<file path="config.mk">
export PLATFORM = sky130hd
export DESIGN_NAME = ex_mul_sequencer
export DESIGN_NICKNAME = d
export VERILOG_FILES = /design/src/rtl/ex_pkg.sv /design/src/rtl/ex_mul_sequencer.sv
export SDC_FILE = /design/constraint.sdc
export NUM_CORES = 1
export LEC_CHECK = 0
export CORE_ASPECT_RATIO = 2
export CORE_MARGIN = 1.5
export CORE_UTILIZATION = 59
export DETAILED_ROUTE_END_ITERATION = 16
export GPL_ROUTABILITY_DRIVEN = 1
export PLACE_DENSITY_LB_ADDON = 0.12
export SYNTH_ARGS = -nofsm -noshare
export SYNTH_HDL_FRONTEND = slang
export SYNTH_SLANG_ARGS = --single-unit
export TNS_END_PERCENT = 1
</file>
<file path="constraint.sdc">
create_clock -name clk -period 4.8 [get_ports clk]
set_input_delay 0.96 -clock clk [delete_from_list [all_inputs] [get_ports clk]]
set_output_delay 0.96 -clock clk [all_outputs]
set_load 0.02 [all_outputs]
</file>
<file path="src/rtl/ex_pkg.sv">
// Shared EX-stage definitions: ALU op codes, datapath width and the
// multiply sequencer's state encoding.
package ex_pkg;

  localparam int XLEN  = 32;
  localparam int CNT_W = 5;

  typedef enum logic [3:0] {
    ALU_OP_ADD  = 4'd0,
    ALU_OP_SUB  = 4'd1,
    ALU_OP_AND  = 4'd2,
    ALU_OP_OR   = 4'd3,
    ALU_OP_XOR  = 4'd4,
    ALU_OP_SLL  = 4'd5,
    ALU_OP_SRL  = 4'd6,
    ALU_OP_SRA  = 4'd7,
    ALU_OP_SLT  = 4'd8,
    ALU_OP_NOPE = 4'd9,
    ALU_OP_MUL  = 4'd10
  } alu_op_e;

  typedef enum logic [1:0] {
    IDLE = 2'd0,
    RUN  = 2'd1,
    DONE = 2'd2
  } mul_state_e;

endpackage

</file>
<file path="src/rtl/ex_mul_sequencer.sv">
// Iterative radix-2 shift-add multiplier sequencer for the EX stage.
// Stalls the front of the pipeline for 33 cycles per MUL and presents the
// product for one cycle in DONE.
// Optional feature: define EX_MULH_EN for a 2*XLEN signed product with
// MULH (upper word) selection via mul_high.
module ex_mul_sequencer #(
  parameter int XLEN  = ex_pkg::XLEN,
  parameter int CNT_W = ex_pkg::CNT_W
) (
  input  logic            clk,
  input  logic            rst_n,
  input  logic            mul_start,
  input  logic [XLEN-1:0] mul_op1,
  input  logic [XLEN-1:0] mul_op2,
  input  logic            mul_high,
  input  logic            mul_flush,
  output logic            mul_stall,
  output logic            mul_busy,
  output logic            mul_done,
  output logic [XLEN-1:0] mul_result
);
  import ex_pkg::*;

`ifdef EX_MULH_EN
  localparam int ACC_W = 2 * XLEN;
`else
  localparam int ACC_W = XLEN;
`endif

  mul_state_e       state_q, state_d;
  logic [CNT_W-1:0] cnt_q;
  logic [ACC_W-1:0] mcand_q;
  logic [XLEN-1:0]  mplier_q;
  logic [ACC_W-1:0] acc_q;
  logic [XLEN-1:0]  res_q;

  logic             start_ok;
  logic             last_iter;
  logic [ACC_W-1:0] acc_sum;
  logic [ACC_W-1:0] prod_fin;
  logic [XLEN-1:0]  prod_word;
  logic [XLEN-1:0]  op1_ld;
  logic [XLEN-1:0]  op2_ld;

`ifdef EX_MULH_EN
  logic sign_q;
  logic high_q;
`endif

  assign start_ok  = mul_start && !mul_flush;
  assign last_iter = (cnt_q == CNT_W'(XLEN - 1));

  // One shift-add step plus the final sign fix-up and word select
  always_comb begin
    acc_sum = acc_q + (mplier_q[0] ? mcand_q : '0);
`ifdef EX_MULH_EN
    // Magnitudes go through the shift-add loop; the sign is restored on exit
    op1_ld    = mul_op1[XLEN-1] ? (~mul_op1 + 1'b1) : mul_op1;
    op2_ld    = mul_op2[XLEN-1] ? (~mul_op2 + 1'b1) : mul_op2;
    prod_fin  = sign_q ? (~acc_sum + 1'b1) : acc_sum;
    prod_word = high_q ? acc_q[ACC_W-1:XLEN] : acc_q[XLEN-1:0];
`else
    // Low word is sign-agnostic, so raw bit patterns are multiplied
    op1_ld    = mul_op1;
    op2_ld    = mul_op2;
    prod_fin  = acc_sum;
    prod_word = acc_q;
`endif
  end

  // State register
  always_ff @(posedge clk or negedge rst_n) begin
    if (!rst_n) state_q <= IDLE;
    else        state_q <= state_d;
  end

  // Next state and handshake outputs; flush in DONE suppresses the pulse
  always_comb begin
    state_d    = state_q;
    mul_stall  = 1'b0;
    mul_busy   = (state_q != IDLE);
    mul_done   = 1'b0;
    mul_result = res_q;
    case (state_q)
      IDLE: begin
        mul_stall = start_ok;
        if (start_ok) state_d = RUN;
      end
      RUN: begin
        mul_stall = 1'b1;
        if (mul_flush)      state_d = IDLE;
        else if (last_iter) state_d = DONE;
      end
      DONE: begin
        state_d = IDLE;
        if (!mul_flush) begin
          mul_done   = 1'b1;
          mul_result = prod_word;
        end
      end
      default: state_d = IDLE;
    endcase
  end

  // Operand latch, shift-add iteration and result hold register
  always_ff @(posedge clk or negedge rst_n) begin
    if (!rst_n) begin
      cnt_q    <= '0;
      mcand_q  <= '0;
      mplier_q <= '0;
      acc_q    <= '0;
      res_q    <= '0;
`ifdef EX_MULH_EN
      sign_q   <= 1'b0;
      high_q   <= 1'b0;
`endif
    end else begin
      case (state_q)
        IDLE: if (start_ok) begin
          cnt_q    <= '0;
          mcand_q  <= ACC_W'(op1_ld);
          mplier_q <= op2_ld;
          acc_q    <= '0;
`ifdef EX_MULH_EN
          sign_q   <= mul_op1[XLEN-1] ^ mul_op2[XLEN-1];
          high_q   <= mul_high;
`endif
        end
        RUN: if (!mul_flush) begin
          acc_q    <= last_iter ? prod_fin : acc_sum;
          mcand_q  <= mcand_q << 1;
          mplier_q <= mplier_q >> 1;
          cnt_q    <= cnt_q + CNT_W'(1);
        end
        DONE: if (!mul_flush) res_q <= prod_word;
        default: ;
      endcase
    end
  end

`ifndef EX_MULH_EN
  // mul_high only matters for the upper-word product
  logic unused_high;
  assign unused_high = mul_high;
`endif

endmodule
</file>
==> Flow_metrics.wiki <==
{| class="wikitable"
! Metric !! Value
|-
| Highest fanout seen on the critical path || 17
|-
| # clock sinks || 135
|-
| Transition time at the pin with the least slew margin || 1050 ps
|-
| DRT Wirelength || between 15 and 20 mm
|-
| Remaining DRCs || 0
|-
| Sum of overflow across all layers after global routing || 0
|-
| H-Tree Depth || 4
|-
| Share of synthesized cell area in and, or, nand and nor gates || 0.157
|-
| Proportion of synthesized area in mux cells || 0.0634
|-
| Power Density || between 400 and 500 nW/um2
|-
| Pin count of the biggest net entering global routing || about 110
|-
| Pre-CTS setup slack || approximately 770 ps
|-
| Min-Delay Path Class || register to register
|-
| Critical-path cell list || clkdlybuf4s50_1, nor3b_2, buf_4, mux2_2, clkdlybuf4s50_1
|-
| Final-layout setup total negative slack || 0 ps
|-
| Final design area excluding fillers || approximately 9000 um2
|-
| Worst stage delay on the critical path || 560 ps
|-
| Clock-pin slew on the worst setup and hold paths || about 70 ps
|-
| Highest-delay cell along the critical path || clkdlybuf4s50_1
|-
| Number of enable flip-flop cells after synthesis || 0
|-
| Root Buffer Master || clkbuf_16
|-
| Status || finished clean
|-
| Dominant synthesized flop cell || dfrtp_1
|-
| Mean instance size in the synthesized netlist || a little under 10 um2
|-
| Final Worst Setup Slack || 760 ps
|-
| Area share of xor/xnor cells in the synthesized design || 0.0313
|-
| Initial Utilization || 0.603
|-
| Share of post-route cells with drive strength above 1 || 0.100
|-
| Placer's final routability congestion estimate || about 0.9
|-
| Leakage Power || 4.35 nW
|-
| Max Cap Viol || 0
|-
| DP Wirelength || ~13 mm
|-
| Number of failing hold endpoints at the final stage || 0
|-
| Min Tclk post-route || roughly 4000 ps
|-
| Critical Path End Type || primary output
|-
| Compound-Gate Fraction of Synth Area || 0.193
|-
| Number of top-level pins || around 100
|-
| Combinational family with the most area after synthesis || compound AO/OA/AOI/OAI gates
|-
| ANT nets after route || 0
|-
| Post-synthesis cell area || a little over 7000 um2
|-
| Worst slew margin relative to its limit || 0.300
|-
| Net count after synthesis || 854
|-
| Ratio of final minimum period to clock period || 0.842
|-
| Count of buffers from port buffering || just over 100
|-
| Async set-or-reset flop fraction in the synthesized netlist || 1.00
|-
| Via density || around 6
|-
| Std cell rows || 57
|-
| Maximum clock frequency || 248 MHz
|-
| CTS tree || built
|-
| Worst-case vdd ir drop || roughly 0.35 mV
|-
| Max Clock Skew || between 10 and 15 ps
|-
| Number of antenna violations at the first check in global routing || 0
|-
| Share of the yosys chip area belonging to registers || 0.465
|-
| Library cell appearing most often on the critical path || clkdlybuf4s50_1
|-
| Drt pass-1 iters || 5
|-
| Final Hold Slack || 479 ps
|-
| Worst Path Required || 3840 ps
|-
| Number of global-route vias before repair || roughly 6,400
|-
| RSZ-0062 raised after global routing || no
|-
| Cell Area, Placed || approximately 8400 um2
|-
| First-iteration detailed-routing DRC count || approximately 270
|-
| Yosys warning count || 0
|-
| Cell count after synthesis || between 700 and 800
|-
| Fraction of the mapped netlist area in adder cells || 0.0596
|-
| Setup fix buffers added after clock tree synthesis || 0
|-
| Clk Latency, worst-skew pair || between 400 and 500 ps
|-
| Number of distinct library cells after synthesis || 57
|-
| Total Routing Usage GR || 0.304
|-
| Detailed-route wire length per cell || around 19 um
|-
| Total number of nets in the final design || ~940
|-
| First-pass GRT wire length || about 31 mm
|-
| Most frequent standard cell in the layout excluding fill and tap cells || nand2_1
|-
| Crit path buffers/inverters || 3
|-
| Die Y || 160 um
|-
| Critical Path AT || slightly above 3000 ps
|-
| Core area || 12,100 um2
|-
| Area enclosed by the die boundary || about 13,000 um2
|-
| Deepest clock path buffer count || 2
|-
| Diodes inserted || 0
|-
| Area Overhead vs Synth || 23.5%
|-
| Setup violators final || 0
|-
| Post-cts hold buffer count || 0
|-
| Number of buffers created by CTS || 17
|-
| Vias post-DR || 5,953
|-
| Total of cells resized after clock tree synthesis || 0
|-
| Commonest non-fill, non-tap cells in the layout || nand2_1, dfrtp_1, clkdlybuf4s50_1, a22oi_1, o21ai_0
|-
| Synthesis-stage register bit count || 135
|-
| Worst Setup Path Type || primary input to primary output
|-
| Die Wd || around 81 um
|-
| Top delay family on crit path || buffers and inverters
|-
| Max-slew violation count || 0
|-
| Element type at the critical path start || primary input
|}
-- cell families after synthesis --
group | Yosys count
and+or+nand+nor | 254
DFF | 135
AOI/OAI and AO/OA | 204
buffers and inverters | 56
xor gates and xnor gates | 26
adders and majority gates | 34
muxes | 42
-- per-stage QoR --
step	instances	util	power, mW
final	994	0.745	3.79
after global routing	994	0.745	4.00
after CTS	994	0.745	3.80
after detailed placement	962	0.696	2.53
after global placement	962	0.696	2.48
after floorplan	751	-	2.20
-- tightest hold or removal path, cell delays in order (launching register included) --
cell and delay, ps:
dfrtp_1 340, nand2_1 50, nand2_1 50
-- sequential cells by signal, summed over array words and instances, names as in the netlist --
register and cells:
state_q 2, cnt_q 5, mcand_q 32, res_q 32
mplier_q 32, acc_q 32
-- synth_stat cells (10+ instances only) --
cell type,n,area [um2]
a21o_1,19,143
xor2_1,14,123
mux2_2,32,360
nor2_1,15,56.3
mux2i_1,10,100
ha_1,33,413
inv_1,10,37.5
a22oi_1,54,405
o21ai_0,51,255
xnor2_1,12,105
dfrtp_1,135,3380
a21oi_1,28,140
nand2_1,164,616
clkbuf_1,39,146
and2_1,34,213
-- area by class of cell --
| type | instances | area [um2] |
|---|---|---|
| Clock buffer | 17 | 425 |
| Clock inverter | 15 | 160 |
| Fill cell | 891 | 3080 |
| Inverter | 10 | 37.5 |
| Multi-Input combinational cell | 560 | 3690 |
| Sequential cell | 135 | 3380 |
| Tap cell | 147 | 184 |
| Timing Repair Buffer | 110 | 1090 |
-- power breakdown --
| group | switching, mW | leakage, nW | internal (mW) |
|---|---|---|---|
| sequential | 0.191 | 1.78 | 1.36 |
| combinational | 0.557 | 2.29 | 0.409 |
| clock | 0.575 | 0.288 | 0.694 |
| total | 1.32 | 4.35 | 2.46 |
-- routing by layer --
layer | vias up | track usage | routed length (um)
li1 | 2831 | - | -
met1 | 2941 | 0.336 | 6950
met2 | 151 | 0.549 | 10400
met3 | 30 | 0.0640 | 616
met4 | 0 | 0.114 | 473
met5 | - | 0 | 0
-- worst paths after layout --
check	start	end	slack, ps	cells after the start
min in group asynchronous	rst_n	res_q[26]	670	1
max in group asynchronous	rst_n	res_q[8]	3180	2
worst max register to register	mplier_q[0]	acc_q[31]	1120	12
worst min-delay path	mplier_q[5]	mplier_q[5]	480	2
worst min register to register	mplier_q[5]	mplier_q[5]	480	2
worst max-delay path	mul_flush	mul_result[5]	760	5
Note: power is estimated with default switching activity, not from simulation.
